<file path="config.mk">
export PLATFORM = sky130hd
export DESIGN_NAME = sample_scheduler_flat
export DESIGN_NICKNAME = d
export VERILOG_FILES = /design/src/rtl/sample_scheduler_pkg.sv /design/src/rtl/sample_scheduler_if.sv /design/src/rtl/sample_scheduler_strobe_divider.sv /design/src/rtl/sample_scheduler.sv /design/src/flat_wrapper.sv
export SDC_FILE = /design/constraint.sdc
export NUM_CORES = 1
export LEC_CHECK = 0
export BUFFER_PORTS_ARGS = -buffer_cell sky130_fd_sc_hd__buf_2
export CORE_ASPECT_RATIO = 1.2
export CORE_MARGIN = 1.5
export CORE_UTILIZATION = 50
export DETAILED_ROUTE_END_ITERATION = 10
export PLACE_DENSITY = 0.8
export SETUP_SLACK_MARGIN = 0.2
export SLEW_MARGIN = 30
export SYNTH_ARGS = -nofsm -noshare
export SYNTH_HDL_FRONTEND = slang
export SYNTH_SLANG_ARGS = --single-unit
</file>
<file path="constraint.sdc">
create_clock -name clk -period 3.55 [get_ports clk]
set_input_delay 0.1775 -clock clk [delete_from_list [all_inputs] [get_ports clk]]
set_output_delay 0.1775 -clock clk [all_outputs]
set_load 0.02 [all_outputs]
</file>
<file path="src/rtl/sample_scheduler_pkg.sv">
// Shared types and helpers for the sample scheduler: FSM states, point index
// type and the clock-to-sample divide ratio.
package sched_pkg;

  typedef enum logic [1:0] {
    ST_IDLE = 2'd0,
    ST_RUN  = 2'd1,
    ST_DONE = 2'd2
  } state_t;

  typedef logic [31:0] point_idx_t;

  function automatic int unsigned calc_div(input int unsigned clk_hz,
                                           input int unsigned smp_hz);
    return clk_hz / smp_hz;
  endfunction

endpackage

</file>
<file path="src/rtl/sample_scheduler_if.sv">
// Control/status bundle between a vector runner (master) and the scheduler (slave).
interface sample_scheduler_if #(
  parameter int unsigned ERR_W = 16
);
  import sched_pkg::*;

  logic             enable;
  logic             start;
  logic             abort;
  point_idx_t       total_points;
  logic             mismatch;
  logic             read_stb;
  logic             write_stb;
  point_idx_t       point_idx;
  logic [ERR_W-1:0] err_cnt;
  logic             busy;
  logic             done;
  logic             aborted;

  modport master (
    output enable, start, abort, total_points, mismatch,
    input  read_stb, write_stb, point_idx, err_cnt, busy, done, aborted
  );

  modport slave (
    input  enable, start, abort, total_points, mismatch,
    output read_stb, write_stb, point_idx, err_cnt, busy, done, aborted
  );
endinterface

</file>
<file path="src/rtl/sample_scheduler_strobe_divider.sv">
// Divides the clock down to the test-point rate and decodes the read strobe
// (phase 0) and the write strobe (phase WR_OFFSET) of each point period.
module strobe_divider #(
  parameter int unsigned DIV       = 10,
  parameter int unsigned WR_OFFSET = 5
) (
  input  logic clk,
  input  logic rst,
  input  logic run,
  input  logic enable,
  input  logic clear,
  output logic read_stb,
  output logic write_stb
);

  localparam int unsigned CNT_W = $clog2(DIV);
  localparam logic [CNT_W-1:0] CNT_LAST = CNT_W'(DIV - 1);
  localparam logic [CNT_W-1:0] CNT_WR   = CNT_W'(WR_OFFSET);

  logic [CNT_W-1:0] div_cnt;
  logic             active;

  assign active = run && enable;

  always_ff @(posedge clk or posedge rst) begin
    if (rst) begin
      div_cnt <= '0;
    end else if (clear) begin
      div_cnt <= '0;
    end else if (active) begin
      div_cnt <= (div_cnt == CNT_LAST) ? '0 : div_cnt + CNT_W'(1);
    end
  end

  assign read_stb  = active && (div_cnt == '0);
  assign write_stb = active && (div_cnt == CNT_WR);

endmodule

</file>
<file path="src/rtl/sample_scheduler.sv">
// Test-vector sequencer: issues read/write strobes once per sample period for
// total_points points and counts mismatching points.
module sample_scheduler
  import sched_pkg::*;
#(
  parameter int unsigned DUT_CLK_FREQ = 100_000_000,
  parameter int unsigned SAMPLE_FREQ  = 10_000_000,
  parameter int unsigned WR_OFFSET    = calc_div(DUT_CLK_FREQ, SAMPLE_FREQ) / 2,
  parameter int unsigned ERR_W        = 16
) (
  input logic               clk,
  input logic               rst,
  sample_scheduler_if.slave bus
);

  localparam int unsigned DIV = calc_div(DUT_CLK_FREQ, SAMPLE_FREQ);
  localparam logic [ERR_W-1:0] ERR_MAX = {ERR_W{1'b1}};

  if (DIV < 4) begin : g_div_chk
    $error("sample_scheduler: DUT_CLK_FREQ/SAMPLE_FREQ must be at least 4");
  end
  if ((WR_OFFSET < 1) || (WR_OFFSET > DIV - 2)) begin : g_wr_chk
    $error("sample_scheduler: WR_OFFSET must lie in 1..DIV-2");
  end

  state_t           state, state_nxt;
  logic             accept;
  logic             last_point;
  logic             read_stb, write_stb;
  point_idx_t       total_lat;
  point_idx_t       point_idx;
  logic [ERR_W-1:0] err_cnt;
  logic             aborted;

  strobe_divider #(
    .DIV       (DIV),
    .WR_OFFSET (WR_OFFSET)
  ) u_strobe_divider (
    .clk       (clk),
    .rst       (rst),
    .run       (state == ST_RUN),
    .enable    (bus.enable),
    .clear     (accept),
    .read_stb  (read_stb),
    .write_stb (write_stb)
  );

  assign last_point = (point_idx == total_lat - 32'd1);

  always_ff @(posedge clk or posedge rst) begin
    if (rst) state <= ST_IDLE;
    else     state <= state_nxt;
  end

  // Start is honoured identically from IDLE and DONE; a zero-length vector completes at once.
  always_comb begin
    state_nxt = state;
    accept    = 1'b0;
    case (state)
      ST_IDLE, ST_DONE: begin
        if (bus.start) begin
          accept    = 1'b1;
          state_nxt = (bus.total_points != '0) ? ST_RUN : ST_DONE;
        end
      end
      ST_RUN: begin
        if (bus.abort)                   state_nxt = ST_DONE;
        else if (write_stb && last_point) state_nxt = ST_DONE;
      end
      default: state_nxt = ST_IDLE;
    endcase
  end

  always_ff @(posedge clk) begin
    if (accept) total_lat <= bus.total_points;
  end

  // Abort wins over a coincident write strobe: neither the index nor the error count moves.
  always_ff @(posedge clk or posedge rst) begin
    if (rst) begin
      point_idx <= '0;
      err_cnt   <= '0;
      aborted   <= 1'b0;
    end else if (accept) begin
      point_idx <= '0;
      err_cnt   <= '0;
      aborted   <= 1'b0;
    end else if (state == ST_RUN) begin
      if (bus.abort) begin
        aborted <= 1'b1;
      end else if (write_stb) begin
        if (bus.mismatch && (err_cnt != ERR_MAX)) err_cnt <= err_cnt + ERR_W'(1);
        if (!last_point) point_idx <= point_idx + 32'd1;
      end
    end
  end

  assign bus.read_stb  = read_stb;
  assign bus.write_stb = write_stb;
  assign bus.point_idx = point_idx;
  assign bus.err_cnt   = err_cnt;
  assign bus.busy      = (state == ST_RUN);
  assign bus.done      = (state == ST_DONE);
  assign bus.aborted   = aborted;

endmodule
</file>
<file path="src/flat_wrapper.sv">
// flat-port wrapper written by rule: the top's interface ports become plain ports
module sample_scheduler_flat import sched_pkg::*;
#(
  parameter int unsigned DUT_CLK_FREQ = 100_000_000,
  parameter int unsigned SAMPLE_FREQ  = 10_000_000,
  parameter int unsigned WR_OFFSET    = calc_div(DUT_CLK_FREQ, SAMPLE_FREQ) / 2,
  parameter int unsigned ERR_W        = 16
)
  (clk, rst, bus_enable, bus_start, bus_abort, bus_total_points, bus_mismatch, bus_read_stb, bus_write_stb, bus_point_idx, bus_err_cnt, bus_busy, bus_done, bus_aborted);
  sample_scheduler_if #(.ERR_W(ERR_W)) bus_i ();
  input logic clk;
  input logic rst;
  input wire logic [$bits(bus_i.enable)-1:0] bus_enable;
  input wire logic [$bits(bus_i.start)-1:0] bus_start;
  input wire logic [$bits(bus_i.abort)-1:0] bus_abort;
  input wire logic [$bits(bus_i.total_points)-1:0] bus_total_points;
  input wire logic [$bits(bus_i.mismatch)-1:0] bus_mismatch;
  output wire logic [$bits(bus_i.read_stb)-1:0] bus_read_stb;
  output wire logic [$bits(bus_i.write_stb)-1:0] bus_write_stb;
  output wire logic [$bits(bus_i.point_idx)-1:0] bus_point_idx;
  output wire logic [$bits(bus_i.err_cnt)-1:0] bus_err_cnt;
  output wire logic [$bits(bus_i.busy)-1:0] bus_busy;
  output wire logic [$bits(bus_i.done)-1:0] bus_done;
  output wire logic [$bits(bus_i.aborted)-1:0] bus_aborted;
  assign bus_i.enable = bus_enable;
  assign bus_i.start = bus_start;
  assign bus_i.abort = bus_abort;
  assign bus_i.total_points = bus_total_points;
  assign bus_i.mismatch = bus_mismatch;
  assign bus_read_stb = bus_i.read_stb;
  assign bus_write_stb = bus_i.write_stb;
  assign bus_point_idx = bus_i.point_idx;
  assign bus_err_cnt = bus_i.err_cnt;
  assign bus_busy = bus_i.busy;
  assign bus_done = bus_i.done;
  assign bus_aborted = bus_i.aborted;
  sample_scheduler #(.DUT_CLK_FREQ(DUT_CLK_FREQ), .SAMPLE_FREQ(SAMPLE_FREQ), .WR_OFFSET(WR_OFFSET), .ERR_W(ERR_W)) u_core (.clk(clk), .rst(rst), .bus(bus_i));
endmodule
</file>
==> results.toml, run 1 <==
[logic_synthesis]
synth_edf_count = 32
yosys_most_used_dff = "dfrtp_1"
synth_fp_nets = 593
synth_top_family_by_area = "simple AND/OR/NAND/NOR gates"
synth_compound_area_share_pct = 10.9
ys_ff_latch = 87
synthAdderAreaFrac_pct = 0.723
synthSimpleGateAreaFrac_pct = 29.0
async_flop_share_pct = 63.2
syn_inst = 552
ys_warn_count = 0
syn-cell-area_sq_um = 5190
postSynthAreaPerCell_sq_um = 9.40
yosysSeqAreaShare_pct = 45.0
synth_xor_area_share_pct = 9.79
synth_mux_area_share_pct = 1.37
yosysUniqueCellTypes = 60

[layout]
layout_common_cells = "90 x buf_2, 55 x dfrtp_1, 47 x nor2_1"
layout.nets = 697
layout.cells.non_filler = 786
area_growth_pct = 20.9
num_antenna_cells = 0
drive_gt1_share_pct = 23.8
mostFrequentLayoutCell = "buf_2"

[outcome]
status = "finished clean"

[worst_setup_path]
cpLargestDelayFamily = "simple AND/OR/NAND/NOR gates"
worst-path-buf-inv = 1
cp_cell_sequence = "or4_4 > nor4_4 > nand3_2 > mux2_1 > mux2i_1 > o22ai_1 > and4_4 > buf_12 > or4_1 > a21oi_1"
path_depth = 10
cp.required_ns = 3.81
crit_path_max_incr_delay_ns = 0.60
reg2reg_slack_ns = 0.19
r2r-end = "u_core.bus.point_idx[13]"
cp_max_fo = 35
crit_type = "register to register"
critPathSlowestCell = "or4_4"
rr_startpoint = "u_core.total_lat[7]"
r2r_cells = 10
critPathLaunchType = "register"
cp.arrival_ns = 3.62
end_kind = "register"

[routing]
wire_per_inst_microns = 17.7
drc = 0
highest_layer = "met4"
vias_per_cell = 6.05
firstDrtPassIters = 7
route.met2.wl_mm = 7.03
routed_wl_mm = 13.9
wl_met1_mm = 5.68
wl_met3_microns = 765
dr_total_vias = 4753
ant_nets = 0
drt_iter0_markers = 371

[cts]
cts_buffers = 9
clk_pin_slew_ns = 0.06
cts_num_sinks = 87
htreeDepth = 3
cts_tree = "yes"
clock_latency_ns = 0.34
cts_root_buf = "clkbuf_16"
cts_buffer_depth = 2

[timing]
max_freq_mhz = 297
tns_ns = 0
grt_setup_unrepaired = "yes"
min_period_ns = 3.36
setup_violations = 0
slew_headroom_pct = 67.2
tightestPinTransition_ns = 0.487
final-hold-violation-count = 0
finClkSkew_ns = 0.00548
period_share_pct = 94.7
report.final.slew_viol_count = 0

[min_path]
holdPathStages = 1
min_to = "u_core.total_lat[27]"
hp-class = "input pin to register"
hp-start = "bus_total_points[27]"

[placement]
post-dp-hpwl_mm = 10.2
gp_congestion = 0.953
io_buffers = 90
place_inst = 761

[global_route]
overflow = 0
grt_pass1_wl_mm = 22.6
grt_util_all_layers_pct = 27.0
grt_max_degree = 41
grt_pass1_vias = 4573
antenna_found_initial = 0

[power]
power_density_nw_per_um2 = 396
peakVddDrop_v = 0.000255
leakage_nw = 2.64

[die]
dieWidth_microns = 96.0
ios = 91
die_area_sq_um = 11000
rows = 40
start_util_pct = 51.6
die_h_microns = 115
core_area_sq_um = 10100

[run]
cap_violations = 0
## stage by stage
step / cell area (sq um) / power [W] / hold WS [ns] / util (%) / worst slack, ns
2_1_floorplan: 5190 / 0.00144 / 0.276 / - / 0.343
3_3_place_gp: 5830 / 0.00154 / 0.224 / 58.0 / 0.231
5_1_grt: 6270 / 0.00259 / 0.0151 / 62.4 / 0.0827
3_5_place_dp: 5830 / 0.00156 / 0.228 / 58.0 / 0.117
6_report: 6270 / 0.00248 / 0.0247 / 62.4 / 0.187
4_1_cts: 6200 / 0.00249 / 0.0130 / 61.6 / 0.201
## power breakdown
group	leakage, nW	internal [W]	switching [W]
registers	1.07	0.00112	0.0000794
clock network	0.144	0.000540	0.000373
logic	1.43	0.000145	0.000220
total	2.64	0.00181	0.000673
## worst max path at each step
| stage | endpoint | start |
|---|---|---|
| after floorplan | u_core.state[1] | u_core.total_lat[0] |
| after global placement | u_core.bus.point_idx[13] | u_core.total_lat[8] |
| final | u_core.bus.point_idx[13] | u_core.total_lat[7] |
| after CTS | u_core.bus.point_idx[13] | u_core.total_lat[22] |
| after global routing | u_core.state[1] | u_core.total_lat[0] |
| after detailed placement | u_core.bus.point_idx[13] | u_core.total_lat[11] |
## cell type report
cell class	instances	area [sq um]
clock inverters	2	13.8
well taps	126	158
clock buffers	13	275
inverters	12	45.0
fillers	847	3790
repair buffers	117	681
flip-flops and latches	87	2340
multi-input cells	429	2760
## layer usage
layer	track usage [%]	vias to the layer above
li1	-	2264
met2	44.4	159
met5	0	-
met4	12.6	0
met3	5.51	27
met1	33.5	2303
## state kept, by name, indices dropped and copies added, names as in the netlist
signal / flops
u_core.bus.point_idx: 32
u_core.total_lat: 32
u_core.bus.err_cnt: 16
u_core.u_strobe_divider.div_cnt: 4
u_core.state: 2
u_core.bus.aborted: 1
## cell usage after synthesis (4+ instances only)
cell type / n / area share, %
dfrtp_1: 55 / 27
nor2_1: 48 / 3.5
nand2_1: 34 / 2.5
nand3_1: 34 / 3.3
edfxtp_1: 32 / 19
o21ai_0: 30 / 2.9
xnor2_1: 30 / 5.1
a21oi_1: 28 / 2.7
xor2_1: 28 / 4.7
or3_1: 26 / 3.1
nand4_1: 21 / 2.5
nor3_1: 20 / 1.9
nor4_1: 20 / 2.4
and3_1: 16 / 1.9
clkbuf_1: 15 / 1.1
or4_1: 12 / 1.7
inv_1: 11 / 0.80
nor2b_1: 7 / 0.84
mux2i_1: 6 / 1.2
a211oi_1: 5 / 0.72
nand2b_1: 5 / 0.60
o31ai_1: 5 / 0.72
and4_1: 4 / 0.67
o211ai_1: 4 / 0.58
## logic make-up (layout without fill, tap and decap cells)
logic type,after synthesis,after routing
compound gates,93,93
xor+xnor,58,58
fa+ha+maj,3,3
buf+inv,36,144
flops,87,87
mux,7,7
simple gates,268,268
## timing repair
action,in CTS,in global routing
pin swaps,1,10
gates resized for setup,5,12
setup endpoints to repair,4,34
hold endpoints to repair,23,0
hold buffers,1,0
buffers inserted,6,3
Power figures use the tool's default switching activity.
==> inputs of run 2 (changes only) <==
--- a/config.mk
+++ b/config.mk
@@ -10,7 +10,7 @@
 export CORE_MARGIN = 1.5
 export CORE_UTILIZATION = 50
 export DETAILED_ROUTE_END_ITERATION = 10
-export PLACE_DENSITY = 0.8
+export PLACE_DENSITY = 0.69
 export SETUP_SLACK_MARGIN = 0.2
 export SLEW_MARGIN = 30
 export SYNTH_ARGS = -nofsm -noshare
==> run 2 against run 1 <==
The run now ends with hold timing left; wire length rose by 9.9%; register-to-register slack improved by 0.03 ns; global-route usage rose by 0.62 points; largest cell class unchanged.
==> results.toml, run 2 (synthesized netlist as in run 1, its figures left out) <==
[outcome]
status = "finished, violations left"
violations = "hold timing"

[global_route]
overflow = 0
grt_pass1_vias = 4654
antenna_found_initial = 0
grt_max_degree = 46
grt_util_all_layers_pct = 27.6
grt_pass1_wl_mm = 23.1

[die]
die_area_sq_um = 11000
core_area_sq_um = 10100
die_h_microns = 115
dieWidth_microns = 96.0
rows = 40
ios = 91
start_util_pct = 51.6

[layout]
mostFrequentLayoutCell = "buf_2"
drive_gt1_share_pct = 30.1
n_fill_cell = 825
num_antenna_cells = 0
top_regs = "u_core.bus.point_idx (32), u_core.total_lat (32), u_core.bus.err_cnt (16)"
area_growth_pct = 28.0
layout_common_cells = "90 x buf_2, 55 x dfrtp_1, 47 x nor2_1"
layout.nets = 713
layout.cells.non_filler = 803

[run]
cap_violations = 0

[routing]
wire_per_inst_microns = 19.1
drc = 0
firstDrtPassIters = 4
routed_wl_mm = 15.3
dr_total_vias = 4938
drt_iter0_markers = 287
vias_per_cell = 6.15
ant_nets = 0

[timing]
slew_headroom_pct = 47.4
setup_violations = 0
max_freq_mhz = 300
finClkSkew_ns = 0.00725
min_period_ns = 3.33
tns_ns = 0
tightestPinTransition_ns = 0.788
period_share_pct = 93.9
final-hold-violation-count = 44
grt_setup_unrepaired = "yes"
holdWs_ns = -0.0542
report.final.slew_viol_count = 0

[min_path]
hp-class = "input pin to async pin"

[worst_setup_path]
cp_max_fo = 7
r2r-end = "u_core.bus.point_idx[13]"
crit_path_start = "u_core.total_lat[22]"
cp.arrival_ns = 3.61
cp.required_ns = 3.83
critPathLaunchType = "register"
crit_type = "register to register"
r2r_cells = 10
reg2reg_slack_ns = 0.22
end_kind = "register"
rr_startpoint = "u_core.total_lat[22]"

[placement]
io_buffers = 90
gp_congestion = 0.909
place_inst = 764
post-dp-hpwl_mm = 10.3

[cts]
htreeDepth = 3
cts_num_sinks = 87
cts_buffers = 9
cts_hold_buf = 0
cts_tree = "yes"
clock_latency_ns = 0.35
clk_pin_slew_ns = 0.07
cts_root_buf = "clkbuf_16"
cts_buffer_depth = 2

[power]
leakage_nw = 2.76
peakVddDrop_v = 0.000316
power_density_nw_per_um2 = 402
## run 2: cell types whose count changed in the layout (fill, tap and decap cells not counted), moves of 3 or more
cell and change:
a21oi_1 -4, a21oi_2 +4, buf_4 +10, bufinv_16 +3
nor3_1 -4, nor3_2 +3, nor4_1 -4, nor4_2 +4
o21ai_0 -14, o21ai_1 +4, o21ai_2 +10
## run 2: how the worst max path moves through the flow
stage | endpoint | depth (start not counted)
after floorplan | u_core.state[1] | 13
after global placement | u_core.bus.point_idx[13] | 10
after detailed placement | u_core.bus.point_idx[13] | 10
after CTS | u_core.bus.point_idx[13] | 10
after global routing | u_core.bus.point_idx[13] | 10
final | u_core.bus.point_idx[13] | 10
## run 2: cell type report
class	instances	area, sq um	share of cell area [%]
clock buffers	9	225	3.39
clock inverters	7	111	1.68
inverters	12	46.3	0.697
multi-input cells	431	2930	44.1
flip-flops and latches	87	2340	35.2
well taps	126	158	2.37
repair buffers	131	838	12.6
## run 2: stage by stage
stage | worst slack, ns | power, W | area (sq um) | util [%] | hold WS, ns
detailed placement | 0.130 | 0.00156 | 5840 | 58.1 | 0.370
finish | 0.217 | 0.00267 | 6640 | 66.0 | -0.0542
global placement | 0.233 | 0.00155 | 5840 | 58.1 | 0.369
CTS | 0.189 | 0.00264 | 6230 | 62.0 | 0.00979
floorplan | 0.343 | 0.00144 | 5190 | - | 0.276
global route | 0.130 | 0.00276 | 6640 | 66.0 | 0.0141
## run 2: layer usage
| metal | vias up | track usage [%] | part of all wire (%) |
|---|---|---|---|
| met5 | - | 0 | 0 |
| met1 | 2410 | 34.6 | 40 |
| li1 | 2312 | - | - |
| met4 | 0 | 15.1 | 3.4 |
| met2 | 181 | 44.8 | 50 |
| met3 | 35 | 4.45 | 6.2 |
## run 2: timing repair
action | in CTS | in global routing
cloned | 0 | 7
pin swaps | 1 | 36
buffers inserted | 5 | 11
endpoints found under the setup margin | 6 | 30
gates resized for setup | 3 | 63
## run 2: critical path, stage by stage, from the launching register on
cell      delay (ns)
edfxtp_1        0.42
or4_1           0.61
or4_4           0.55
nor3_2          0.16
xnor2_1         0.14
o22a_1          0.21
a211oi_4        0.10
and4_4          0.26
buf_8           0.15
or4_1           0.50
a21oi_1         0.14
## run 2: power by group
| part | switching [W] | internal (W) | total [W] |
|---|---|---|---|
| combinational | 0.000238 | 0.000154 | 0.000391 |
| sequential | 0.0000752 | 0.00112 | 0.00120 |
| clock | 0.000403 | 0.000682 | 0.00108 |
| total | 0.000716 | 0.00196 | 0.00267 |
